===== src/rtl/chimera_clu_pwr_ctrl.sv =====
// ---------------------------------------------------------------------------
// chimera_clu_pwr_ctrl
//
// Per-cluster power/isolation sequencer in the SoC clock domain. Each cluster
// has its own FSM. The FSM turns a level enable request into an ordered
// power-up or power-down sequence:
//   power-up  : clock on -> reset released -> isolation released -> ON
//   power-down: isolation requested -> clock gated -> reset asserted -> OFF
// A sticky error flag is set if the isolation handshake does not complete
// in time.
//
// Ports (all vectors are NumClusters wide, one bit per cluster):
//   clk_i        in   SoC clock
//   rst_i        in   asynchronous, active-high reset
//   en_req_i     in   requested cluster state (1 = on), level
//   isolated_i   in   isolation status from the cluster domain (1 = isolated)
//   err_clr_i    in   single-cycle pulse that clears err_o
//   isolate_o    out  isolation request to the cluster domain
//   clu_clk_en_o out  cluster clock-gate enable
//   clu_rst_no   out  active-low cluster reset
//   busy_o       out  1 while a sequence is in progress (not OFF, not ON)
//   err_o        out  sticky handshake-timeout flag
// ---------------------------------------------------------------------------
module chimera_clu_pwr_ctrl #(
    parameter int NumClusters   = 5,
    parameter int RstCycles     = 4,
    parameter int SettleCycles  = 2,
    parameter int TimeoutCycles = 1024
) (
    input  logic                   clk_i,
    input  logic                   rst_i,
    input  logic [NumClusters-1:0] en_req_i,
    input  logic [NumClusters-1:0] isolated_i,
    input  logic [NumClusters-1:0] err_clr_i,
    output logic [NumClusters-1:0] isolate_o,
    output logic [NumClusters-1:0] clu_clk_en_o,
    output logic [NumClusters-1:0] clu_rst_no,
    output logic [NumClusters-1:0] busy_o,
    output logic [NumClusters-1:0] err_o
);

    // Counter is wide enough for the longest load value of any phase.
    localparam int MaxA      = (RstCycles > SettleCycles) ? RstCycles : SettleCycles;
    localparam int MaxCycles = (MaxA > TimeoutCycles) ? MaxA : TimeoutCycles;
    localparam int CntWidth  = $clog2(MaxCycles + 1);

    localparam logic [CntWidth-1:0] RstLoad     = CntWidth'(RstCycles - 1);
    localparam logic [CntWidth-1:0] SettleLoad  = CntWidth'(SettleCycles - 1);
    localparam logic [CntWidth-1:0] TimeoutLoad = CntWidth'(TimeoutCycles - 1);

    typedef enum logic [2:0] {
        S_OFF,
        S_CLK_ON,
        S_RST_REL,
        S_UNISO,
        S_ON,
        S_ISO,
        S_GATE
    } state_t;

    typedef struct packed {
        logic isolate;
        logic clk_en;
        logic rst_n;
        logic busy;
    } outs_t;

    // Output pattern of each state. Outputs are registered together with the
    // state, so every transition loads decode(next_state).
    function automatic outs_t decode(input state_t s);
        outs_t o;
        o = '{isolate: 1'b1, clk_en: 1'b0, rst_n: 1'b0, busy: 1'b0};
        unique case (s)
            S_OFF:     o = '{isolate: 1'b1, clk_en: 1'b0, rst_n: 1'b0, busy: 1'b0};
            S_CLK_ON:  o = '{isolate: 1'b1, clk_en: 1'b1, rst_n: 1'b0, busy: 1'b1};
            S_RST_REL: o = '{isolate: 1'b1, clk_en: 1'b1, rst_n: 1'b1, busy: 1'b1};
            S_UNISO:   o = '{isolate: 1'b0, clk_en: 1'b1, rst_n: 1'b1, busy: 1'b1};
            S_ON:      o = '{isolate: 1'b0, clk_en: 1'b1, rst_n: 1'b1, busy: 1'b0};
            S_ISO:     o = '{isolate: 1'b1, clk_en: 1'b1, rst_n: 1'b1, busy: 1'b1};
            S_GATE:    o = '{isolate: 1'b1, clk_en: 1'b0, rst_n: 1'b1, busy: 1'b1};
            default:   o = '{isolate: 1'b1, clk_en: 1'b0, rst_n: 1'b0, busy: 1'b0};
        endcase
        return o;
    endfunction

    for (genvar g = 0; g < NumClusters; g++) begin : g_clu
        state_t              state;
        logic [CntWidth-1:0] cnt;
        outs_t               outs;
        logic                err;

        // NOTE: all state here is updated with non-blocking assignments, so
        // every branch reads the values from before this edge.
        always_ff @(posedge clk_i or posedge rst_i) begin
            if (rst_i) begin
                state <= S_OFF;
                cnt   <= '0;
                outs  <= decode(S_OFF);
                err   <= 1'b0;
            end else begin
                // NOTE: the clear is written first so that a timeout set
                // further down in the same edge overrides it (set wins).
                if (err_clr_i[g]) begin
                    err <= 1'b0;
                end

                unique case (state)
                    S_OFF: begin
                        if (en_req_i[g]) begin
                            state <= S_CLK_ON;
                            outs  <= decode(S_CLK_ON);
                            cnt   <= RstLoad;
                        end
                    end

                    // Clock runs with reset held for RstCycles edges.
                    S_CLK_ON: begin
                        if (cnt == '0) begin
                            state <= S_RST_REL;
                            outs  <= decode(S_RST_REL);
                            cnt   <= SettleLoad;
                        end else begin
                            cnt <= cnt - 1'b1;
                        end
                    end

                    // Reset released; let the cluster settle before unisolating.
                    S_RST_REL: begin
                        if (cnt == '0) begin
                            state <= S_UNISO;
                            outs  <= decode(S_UNISO);
                            cnt   <= TimeoutLoad;
                        end else begin
                            cnt <= cnt - 1'b1;
                        end
                    end

                    // Waiting for the domain to drop isolation. On timeout the
                    // counter sits at 0 and the error keeps being asserted.
                    S_UNISO: begin
                        if (!isolated_i[g]) begin
                            state <= S_ON;
                            outs  <= decode(S_ON);
                        end else if (cnt == '0) begin
                            err <= 1'b1;
                        end else begin
                            cnt <= cnt - 1'b1;
                        end
                    end

                    S_ON: begin
                        if (!en_req_i[g]) begin
                            state <= S_ISO;
                            outs  <= decode(S_ISO);
                            cnt   <= TimeoutLoad;
                        end
                    end

                    // Waiting for isolation to be confirmed. A confirmed
                    // isolation takes priority over a re-request, so a
                    // power-down that has already isolated always completes.
                    S_ISO: begin
                        if (isolated_i[g]) begin
                            state <= S_GATE;
                            outs  <= decode(S_GATE);
                            cnt   <= SettleLoad;
                        end else if (en_req_i[g]) begin
                            state <= S_UNISO;
                            outs  <= decode(S_UNISO);
                            cnt   <= TimeoutLoad;
                        end else if (cnt == '0) begin
                            err <= 1'b1;
                        end else begin
                            cnt <= cnt - 1'b1;
                        end
                    end

                    // Clock gated; reset is asserted only after settling.
                    S_GATE: begin
                        if (cnt == '0) begin
                            state <= S_OFF;
                            outs  <= decode(S_OFF);
                        end else begin
                            cnt <= cnt - 1'b1;
                        end
                    end

                    default: begin
                        state <= S_OFF;
                        outs  <= decode(S_OFF);
                        cnt   <= '0;
                    end
                endcase
            end
        end

        assign isolate_o[g]    = outs.isolate;
        assign clu_clk_en_o[g] = outs.clk_en;
        assign clu_rst_no[g]   = outs.rst_n;
        assign busy_o[g]       = outs.busy;
        assign err_o[g]        = err;
    end

endmodule


===== config.mk =====
export PLATFORM = sky130hd
export DESIGN_NAME = chimera_clu_pwr_ctrl
export DESIGN_NICKNAME = d
export VERILOG_FILES = /design/src/rtl/chimera_clu_pwr_ctrl.sv
export SDC_FILE = /design/constraint.sdc
export NUM_CORES = 1
export LEC_CHECK = 0
export ABC_AREA = 0
export CORE_AREA = 4 4 143 145
export DETAILED_ROUTE_END_ITERATION = 7
export DIE_AREA = 0 0 147 149
export MAX_ROUTING_LAYER = met4
export PLACE_DENSITY = 0.57
export SLEW_MARGIN = 0
export SYNTH_ARGS = -nofsm -noshare
export SYNTH_HDL_FRONTEND = slang
export SYNTH_SLANG_ARGS = --single-unit
export TNS_END_PERCENT = 20

===== constraint.sdc =====
create_clock -name clk_i -period 7.1 [get_ports clk_i]
set_input_delay 1.42 -clock clk_i [delete_from_list [all_inputs] [get_ports clk_i]]
set_output_delay 1.42 -clock clk_i [all_outputs]
set_load 0.02 [all_outputs]

==> results of run 1 <==
## metal layers
| layer | routed length (µm) | share of wire (%) |
|---|---|---|
| met1 | 9350 | 48 |
| met2 | 9000 | 46 |
| met3 | 713 | 3.7 |
| met4 | 403 | 2.1 |
| met5 | 0 | 0 |
## final cells by class
| type | count | area (µm²) | share of cell area [%] |
|---|---|---|---|
| tap | 265 | 332 | 3.97 |
| clock inverter | 6 | 83.8 | 1.00 |
| sequential | 95 | 2380 | 28.5 |
| inverter | 59 | 226 | 2.71 |
| multi-input combinational | 741 | 4670 | 55.9 |
| timing repair buffer | 42 | 418 | 5.00 |
| clock buffer | 10 | 239 | 2.86 |
## cells by family (layout without fill, tap and decap cells)
group | after synthesis | count (layout) | synth area share (%)
AOI/OAI and AO/OA | 352 | 352 | 30.4
and+or+nand+nor | 343 | 343 | 24.8
buffers and inverters | 130 | 117 | 6.90
DFF | 95 | 95 | 31.5
adders and majority gates | 19 | 19 | 2.97
muxes | 15 | 15 | 2.16
xor gates and xnor gates | 12 | 12 | 1.39
## registers in the layout, summed over array words and instances (netlist names)
signal	count
busy_o	5
g_clu.err	5
clu_clk_en_o	5
clu_rst_no	5
isolate_o	5
g_clu.cnt	55
g_clu.state	15
## power breakdown
group	internal, mW	switching (mW)	leakage, nW	total, mW
clock network	0.317	0.215	0.162	0.533
logic	0.947	1.22	1.95	2.16
registers	0.772	0.465	1.16	1.24
total	2.04	1.90	3.27	3.93
## worst min-delay path: stages, from the launching register on
cell     delay [ns]
dfstp_2        0.37
inv_1          0.04
a22oi_1        0.06
## final timing paths
| check | startpoint | endpoint | slack (ns) | cells after the start |
|---|---|---|---|---|
| min in group asynchronous | rst_i | g_clu[4].err$_DFF_PP0_ | 1.37 | 2 |
| worst max register to register | g_clu[3].cnt[0]$_DFFE_PP0P_ | g_clu[3].cnt[0]$_DFFE_PP0P_ | 3.85 | 9 |
| worst max-delay path | isolated_i[1] | g_clu[1].cnt[7]$_DFFE_PP0P_ | 3.73 | 6 |
| max in group asynchronous | rst_i | clu_rst_no[1]$_DFFE_PP0P_ | 4.46 | 3 |
| worst min-delay path | isolate_o[0]$_DFFE_PP1P_ | isolate_o[0]$_DFFE_PP1P_ | 0.48 | 2 |
| worst min register to register | isolate_o[0]$_DFFE_PP1P_ | isolate_o[0]$_DFFE_PP1P_ | 0.48 | 2 |
## through the flow
step	worst slack (ns)	cells	util (%)	total power [mW]
finish	3.73	1218	43.5	3.93
global route	3.49	1218	43.5	4.32
CTS	3.76	1218	43.5	3.95
detailed placement	3.41	1202	41.8	3.39
global placement	3.43	1202	41.8	3.40
floorplan	3.21	966	-	2.86
## layout by cell type, fill, tap and decap left out, types with 6 or more instances in the layout
| master | count |
|---|---|
| a211o_1 | 6 |
| a211oi_1 | 9 |
| a21boi_0 | 7 |
| a21o_1 | 9 |
| a21oi_1 | 87 |
| a221oi_1 | 6 |
| a31oi_1 | 20 |
| clkbuf_16 | 9 |
| clkdlybuf4s50_1 | 41 |
| dfrtp_1 | 90 |
| ha_1 | 14 |
| inv_1 | 52 |
| mux2i_1 | 10 |
| nand2_1 | 92 |
| nand2b_1 | 24 |
| nand3_1 | 26 |
| nand4_1 | 9 |
| nor2_1 | 67 |
| nor2b_1 | 14 |
| nor3_1 | 21 |
| nor3b_1 | 12 |
| nor4_1 | 9 |
| nor4b_1 | 8 |
| o211ai_1 | 8 |
| o21a_1 | 7 |
| o21ai_0 | 82 |
| o21bai_1 | 6 |
| o221ai_1 | 12 |
| o22ai_1 | 20 |
| o31ai_1 | 7 |
| o32ai_1 | 9 |
| or2_2 | 11 |
| or3_1 | 7 |
| or4_1 | 7 |
| xnor2_1 | 6 |
| xor2_1 | 6 |
## synthesized netlist by cell type, types with 9 or more instances
cell and count:
clkbuf_1 54, o21ai_0 82, or2_2 11, nand2_1 92, o22ai_1 20, a31oi_1 20
nand2b_1 24, a21oi_1 87, nor2_1 67, inv_1 53, nor2b_1 14, o221ai_1 12
nor3b_1 12, nand3_1 26, a21o_1 9, o32ai_1 9, nor4_1 9, ha_1 14
mux2i_1 10, dfrtp_1 90, nand4_1 9, a211oi_1 9, nor3_1 21
==> impl_metrics.json, run 1 <==
{
  "dr.pass1.iters": 5,
  "grt_pass1_vias": 6768,
  "slew_violations": 0,
  "slew_headroom_pct": 23.4,
  "design.core.area_um2": 19200,
  "avgSynthCellArea_um2": 7.84,
  "drtIter0Drc": 520,
  "worst_pin_slew_ns": 1.14,
  "syn-instance-count": 966,
  "final_layout_size_suffix_gt1_share_pct": 6.93,
  "grt.met3_usage_pct": 1.98,
  "track_usage_pct": 18.7,
  "cts_tree": "yes",
  "dieHeight_um": 149,
  "portBuffers": 41,
  "synth_ff_type": "dfrtp_1",
  "avgViaCountPerCell": 5.90,
  "arrival_ns": 3.59,
  "endpoint_kind": "register",
  "finalWeightedCongestion": 0.887,
  "finalHoldViolations": 0,
  "critPathKind": "input pin to register",
  "clkLatencyLatePin_ns": 0.35,
  "nFillCells": 1923,
  "yosysSeqAreaShare_pct": 31.5,
  "rsz0062_at_grt": "false",
  "p_per_area_nw_per_um2": 471,
  "final_cell_area_um2": 8350,
  "synth-edff-count": 0,
  "yosys.area.top_type": "dfrtp_1",
  "grt_max_degree": 75,
  "num_io_pins": 42,
  "required_ns": 7.31,
  "remaining_drc_errors": 0,
  "cts_resized": 0,
  "clk_pin_slew_ns": 0.07,
  "dieArea_um2": 21900,
  "async_flop_share_pct": 100,
  "cts_buffers": 9,
  "maxCapViolCount": 0,
  "final.setup.tns_ns": 0,
  "hpwl_um": 13500,
  "grt_pass1_wl_um": 33900,
  "synth.area.top_cells": "dfrtp_1, a21oi_1, o21ai_0",
  "antenna_cells": 0,
  "hold_path.class": "register to register",
  "period_minus_slack_ns": 3.37,
  "ir_drop_mv": 0.199,
  "route.antenna.remaining_nets": 0,
  "slowest_delay_ns": 0.70,
  "cts_root_buf": "clkbuf_16",
  "finClkSkew_ns": 0.00947,
  "initial_core_util_pct": 39.4,
  "nets": 979,
  "crit_chain": "clkdlybuf4s50_1 > nand2b_1 > o211a_1 > nor4b_1 > a311o_1 > o21ai_0",
  "routedWlPerCell_um": 16.0,
  "p_leak_nw": 3.27,
  "crit_path_start_kind": "input pin",
  "fp.dieW_um": 147,
  "grt_use_met2_pct": 28.4,
  "synth_top_area_share_pct": 29.7,
  "cts_hold_buf": 0,
  "path_buf_inv": 1,
  "whs_ns": 0.477,
  "cpLargestDelayFamily": "simple AND/OR/NAND/NOR gates",
  "htreeDepth": 3,
  "clkSinkCount": 95,
  "syn_to_final_growth_pct": 10.2,
  "post-cts-setup-buffer-count": 0,
  "synth_area_um2": 7580,
  "syn_nets": 997,
  "ctsLongestPathBuffers": 2,
  "period_share_pct": 47.5,
  "routed_wl_um": 19500,
  "ys_ff_latch": 95,
  "outcome": "finished clean",
  "cpMaxStageDelayCell": "clkdlybuf4s50_1",
  "crit_fanout": 11,
  "antenna_found_initial": 0,
  "final-setup-viol-count": 0,
  "use_met1_pct": 26.2,
  "synth_cell_types": 86,
  "gr-total-overflow": 0,
  "max_freq_ghz": 0.296,
  "ys_warn_count": 0,
  "vias": 7187,
  "core.rowCount": 51,
  "placed_cell_area_um2": 8030,
  "grt_busiest_layer": "met2"
}
Note: power is estimated with default switching activity, not from simulation.
==> run 2, diff against run 1 <==
==> constraint.sdc (replaced) <==
create_clock -name clk_i -period 3.3 [get_ports clk_i]
set_input_delay 0.66 -clock clk_i [delete_from_list [all_inputs] [get_ports clk_i]]
set_output_delay 0.66 -clock clk_i [all_outputs]
set_load 0.02 [all_outputs]
==> impl_metrics.json, run 2 (synthesis results as in run 1) <==
{
  "outcome": "finished clean",
  "cts_tree": "yes",
  "multiInputGateArea_um2": 4670,
  "antenna_cells": 0,
  "gr-total-overflow": 0,
  "avgViaCountPerCell": 5.85,
  "required_ns": 3.51,
  "hpwl_um": 14000,
  "crit_fanout": 5,
  "clkLatencyLatePin_ns": 0.35,
  "grt_max_degree": 47,
  "worst_pin_slew_ns": 0.786,
  "finalWeightedCongestion": 0.894,
  "arrival_ns": 2.98,
  "cts_root_buf": "clkbuf_16",
  "rsz0062_at_grt": "false",
  "route.antenna.remaining_nets": 0,
  "routed_wl_um": 19900,
  "drtIter0Drc": 563,
  "slew_headroom_pct": 47.6,
  "regArea_um2": 2380,
  "slew_violations": 0,
  "max_freq_ghz": 0.361,
  "p_per_area_nw_per_um2": 1010,
  "grt_pass1_vias": 6681,
  "antenna_found_initial": 0,
  "num_io_pins": 42,
  "cts_resized": 0,
  "mostFrequentLayoutCell": "nand2_1",
  "final_layout_size_suffix_gt1_share_pct": 9.20,
  "largest_registers": "g_clu.cnt x55, g_clu.state x15",
  "core.rowCount": 51,
  "clkSinkCount": 95,
  "final_cell_mix": "nand2_1, dfrtp_1, a21oi_1",
  "nFillCells": 1911,
  "reg2reg_depth": 9,
  "final-setup-viol-count": 0,
  "ctsLongestPathBuffers": 2,
  "finalHoldViolations": 0,
  "initial_core_util_pct": 39.4,
  "clk_pin_slew_ns": 0.07,
  "nets": 1004,
  "ir_drop_mv": 0.381,
  "grt_pass1_wl_um": 34000,
  "dieHeight_um": 149,
  "fp.dieW_um": 147,
  "final_core_util_pct": 44.3,
  "cts_hold_buf": 0,
  "hold_path.class": "register to register",
  "vias": 7267,
  "largest_reg_flops": 55,
  "finClkSkew_ns": 0.00733,
  "track_usage_pct": 18.8,
  "period_share_pct": 84.0,
  "p_leak_nw": 3.39,
  "dr.pass1.iters": 5,
  "remaining_drc_errors": 0,
  "routedWlPerCell_um": 16.0,
  "post-cts-setup-buffer-count": 0,
  "dieArea_um2": 21900,
  "final.setup.tns_ns": 0,
  "period_minus_slack_ns": 2.77,
  "portBuffers": 41,
  "critPathKind": "register to register",
  "top_register": "g_clu.cnt",
  "maxCapViolCount": 0,
  "syn_to_final_growth_pct": 12.4,
  "cts_buffers": 9,
  "crit_path_start_kind": "register",
  "holdPathStages": 2,
  "endpoint_kind": "register",
  "htreeDepth": 3,
  "design.core.area_um2": 19200
}
## run 2: worst max-delay path, stage by stage (launching register included)
cell and delay (ns):
dfrtp_1 0.44, inv_1 0.08, ha_1 0.22, or4b_4 0.53, nor4_4 0.28, inv_1 0.15
ha_1 0.32, maj3_1 0.35, o221ai_1 0.17, o21ai_0 0.10
## run 2: area by class of cell
type,count,share of cell area (%)
Sequential cell,95,28.0
Inverter,59,2.66
Clock inverter,6,0.690
Tap cell,265,3.89
Multi-Input combinational cell,741,54.8
Timing Repair Buffer,67,7.26
Clock buffer,10,2.69
## run 2: path summary, 6_finish.rpt
kind	from	endpoint	slack (ns)
setup / recovery	g_clu[4].cnt[0]$_DFFE_PP0P_	g_clu[4].cnt[0]$_DFFE_PP0P_	0.53
min in group asynchronous	rst_i	g_clu[3].cnt[0]$_DFFE_PP0P_	0.76
max in group asynchronous	rst_i	isolate_o[0]$_DFFE_PP1P_	1.81
hold reg to reg	isolate_o[0]$_DFFE_PP1P_	isolate_o[0]$_DFFE_PP1P_	0.47
setup reg to reg	g_clu[4].cnt[0]$_DFFE_PP0P_	g_clu[4].cnt[0]$_DFFE_PP0P_	0.53
hold / removal	isolate_o[0]$_DFFE_PP1P_	isolate_o[0]$_DFFE_PP1P_	0.47
## run 2: routing by layer
layer  vias up  GRT usage, %  part of all wire (%)
met1      3464          26.5                    49
met5         -             -                     0
li1       3602             -                     -
met2       178          28.9                    46
met3        23          1.76                   3.5
met4         0          5.78                   1.6
## run 2: where the power goes
group          internal [mW]  total [mW]  switching [mW]
clock network          0.587        1.07           0.482
registers               1.67        2.47           0.801
logic                   2.17        5.03            2.87
## run 2: metrics by stage
stage	std cells	hold WS, ns	power [mW]	setup slack (ns)	instance area (µm²)
6_report	1243	0.471	8.57	0.527	8520
5_1_grt	1243	0.511	9.37	0.327	8520
4_1_cts	1243	0.478	8.59	0.521	8520
3_5_place_dp	1227	0.466	7.47	0.513	8230
3_3_place_gp	1227	0.465	7.50	0.574	8230
2_1_floorplan	966	0.462	6.16	0.171	7580
==> run 3, diff against run 2 <==
--- a/config.mk
+++ b/config.mk
@@ -10,7 +10,7 @@
 export DETAILED_ROUTE_END_ITERATION = 7
 export DIE_AREA = 0 0 147 149
 export MAX_ROUTING_LAYER = met4
-export PLACE_DENSITY = 0.57
+export PLACE_DENSITY = 0.59
 export SLEW_MARGIN = 0
 export SYNTH_ARGS = -nofsm -noshare
 export SYNTH_HDL_FRONTEND = slang
==> constraint.sdc (replaced) <==
create_clock -name clk_i -period 2.2 [get_ports clk_i]
set_input_delay 0.44 -clock clk_i [delete_from_list [all_inputs] [get_ports clk_i]]
set_output_delay 0.44 -clock clk_i [all_outputs]
set_load 0.02 [all_outputs]
==> impl_metrics.json, run 3 (synthesis results as in run 1) <==
{
  "outcome": "finished, violations left",
  "failed_checks": "negative setup slack",
  "antenna_found_initial": 0,
  "htreeDepth": 3,
  "clkSinkCount": 95,
  "finalPower_mw": 14.8,
  "whs_ns": 0.444,
  "dieHeight_um": 149,
  "clkLatencyLatePin_ns": 0.35,
  "reg2reg_depth": 9,
  "power.share.clock_pct": 10.6,
  "largest_registers": "g_clu.cnt x55, g_clu.state x15",
  "maxCapViolCount": 0,
  "final.setup.tns_ns": -0.0698,
  "p_per_area_nw_per_um2": 1510,
  "cts_root_buf": "clkbuf_16",
  "hpwl_um": 15600,
  "max_freq_ghz": 0.441,
  "gr-total-overflow": 0,
  "period_share_pct": 103,
  "slew_violations": 0,
  "crit_path_start_kind": "register",
  "endpoint_kind": "register",
  "largest_reg_flops": 55,
  "p_comb_share_pct": 66.9,
  "p_seq_share_pct": 22.4,
  "internal_power_mw": 8.06,
  "grt_pass1_wl_um": 35900,
  "p_sw_mw": 6.77,
  "routed_wl_um": 21400,
  "dr.pass1.iters": 5,
  "vias": 7841,
  "regToRegSetupSlack_ns": -0.07,
  "rr_endpoint": "g_clu[4].cnt[0]$_DFFE_PP0P_",
  "swShare_pct": 45.7,
  "slew_headroom_pct": 65.6,
  "drtIter0Drc": 557,
  "final_cell_mix": "buf_4, nand2_1, dfrtp_1",
  "route.antenna.remaining_nets": 0,
  "nets": 1146,
  "r2r_start": "g_clu[4].cnt[0]$_DFFE_PP0P_",
  "remaining_drc_errors": 0,
  "finalWeightedCongestion": 0.955,
  "initial_core_util_pct": 39.4,
  "routedWlPerCell_um": 15.5,
  "final_layout_size_suffix_gt1_share_pct": 23.9,
  "setup_ws_ns": -0.0698,
  "worst_pin_slew_ns": 0.511,
  "required_ns": 2.42,
  "clk_pin_slew_ns": 0.07,
  "final_core_util_pct": 51.0,
  "syn_to_final_growth_pct": 29.4,
  "critPathKind": "register to register",
  "grt_pass1_vias": 7242,
  "ir_drop_mv": 0.698,
  "hold_path.class": "input pin to async pin",
  "track_usage_pct": 20.0,
  "period_minus_slack_ns": 2.27,
  "finalHoldViolations": 0,
  "nFillCells": 1834,
  "avgViaCountPerCell": 5.67,
  "multiInputGateArea_um2": 4870,
  "final_cell_area_um2": 9800,
  "mostFrequentLayoutCell": "buf_4",
  "portBuffers": 41,
  "final-setup-viol-count": 1,
  "dp_slack_ns": -0.280,
  "dieArea_um2": 21900,
  "cts_tree": "yes",
  "p_leak_nw": 4.10,
  "crit_fanout": 2,
  "grt_max_degree": 37,
  "dp.cells": 1361,
  "fin_cells": 1384,
  "antenna_cells": 0,
  "ctsLongestPathBuffers": 2,
  "finClkSkew_ns": 0.00771,
  "placed_cell_area_um2": 9250,
  "design.core.area_um2": 19200,
  "fp.dieW_um": 147,
  "regArea_um2": 2380,
  "arrival_ns": 2.49,
  "cts_buffers": 9,
  "core.rowCount": 51,
  "rsz0062_at_grt": "true",
  "num_io_pins": 42,
  "top_register": "g_clu.cnt"
}
==> run 3: cell count changes in the layout (fill, tap and decap cells not counted), moves of 3 or more <==
cell / previous run / this run
inv_2: 2 / 8
o21ai_2: 1 / 5
buf_4: 25 / 166
clkinvlp_4: 0 / 3
o21ai_0: 82 / 76
clkinv_2: 4 / 1
ha_4: 0 / 5
inv_1: 52 / 46
ha_1: 14 / 7
a21oi_1: 87 / 84
==> run 3: critical path, stage by stage (launching register included) <==
cell	delay [ns]
dfrtp_1	0.38
inv_1	0.06
ha_2	0.16
or4b_4	0.48
nor4_4	0.19
inv_2	0.09
ha_4	0.22
or3_4	0.32
o221ai_2	0.16
o21ai_1	0.08
==> run 3: layout make-up <==
type | instances | share of cell area (%)
multi-input combinational | 741 | 49.7
sequential | 95 | 24.3
timing repair buffer | 209 | 17.3
tap | 265 | 3.38
clock buffer | 10 | 2.34
inverter | 59 | 2.32
clock inverter | 5 | 0.600
==> run 3: timing repair <==
| item | CTS | global route |
|---|---|---|
| hold buffers | 0 | 0 |
| resized for setup | 10 | 40 |
| pin swaps | 4 | 16 |
| endpoints found under the setup margin | 6 | 42 |
| cloned | 0 | 0 |
| buffers inserted | 4 | 6 |
==> run 3: worst max path at each step <==
stage                                            from                            end  slack [ns]
after global routing      g_clu[4].cnt[1]$_DFFE_PP0P_    g_clu[4].cnt[0]$_DFFE_PP0P_       -0.17
after global placement    g_clu[4].cnt[0]$_DFFE_PP0P_    g_clu[4].cnt[0]$_DFFE_PP0P_       -0.23
final                     g_clu[4].cnt[0]$_DFFE_PP0P_    g_clu[4].cnt[0]$_DFFE_PP0P_       -0.07
after CTS                 g_clu[4].cnt[0]$_DFFE_PP0P_  g_clu[4].state[0]$_DFFE_PP0P_       -0.07
after detailed placement  g_clu[4].cnt[1]$_DFFE_PP0P_    g_clu[4].cnt[0]$_DFFE_PP0P_       -0.28
after floorplan           g_clu[4].cnt[0]$_DFFE_PP0P_    g_clu[4].cnt[0]$_DFFE_PP0P_       -0.50
==> run 3: per-layer routing <==
| layer | vias up | GRT usage [%] | part of all wire (%) |
|---|---|---|---|
| met5 | - | - | 0 |
| met4 | 0 | 5.64 | 1.5 |
| met3 | 33 | 2.01 | 4.0 |
| met2 | 204 | 31.5 | 47 |
| met1 | 3708 | 27.8 | 47 |
| li1 | 3896 | - | - |
==> run 3: power groups by stage <==
stage | Clock (mW) | Sequential, mW | Combinational [mW]
after floorplan | 0 | 3.20 | 6.04
after global placement | 0 | 3.32 | 9.31
after detailed placement | 0 | 3.33 | 9.37
after CTS | 1.63 | 3.31 | 9.50
after global routing | 1.70 | 3.46 | 11.0
final | 1.58 | 3.33 | 9.93
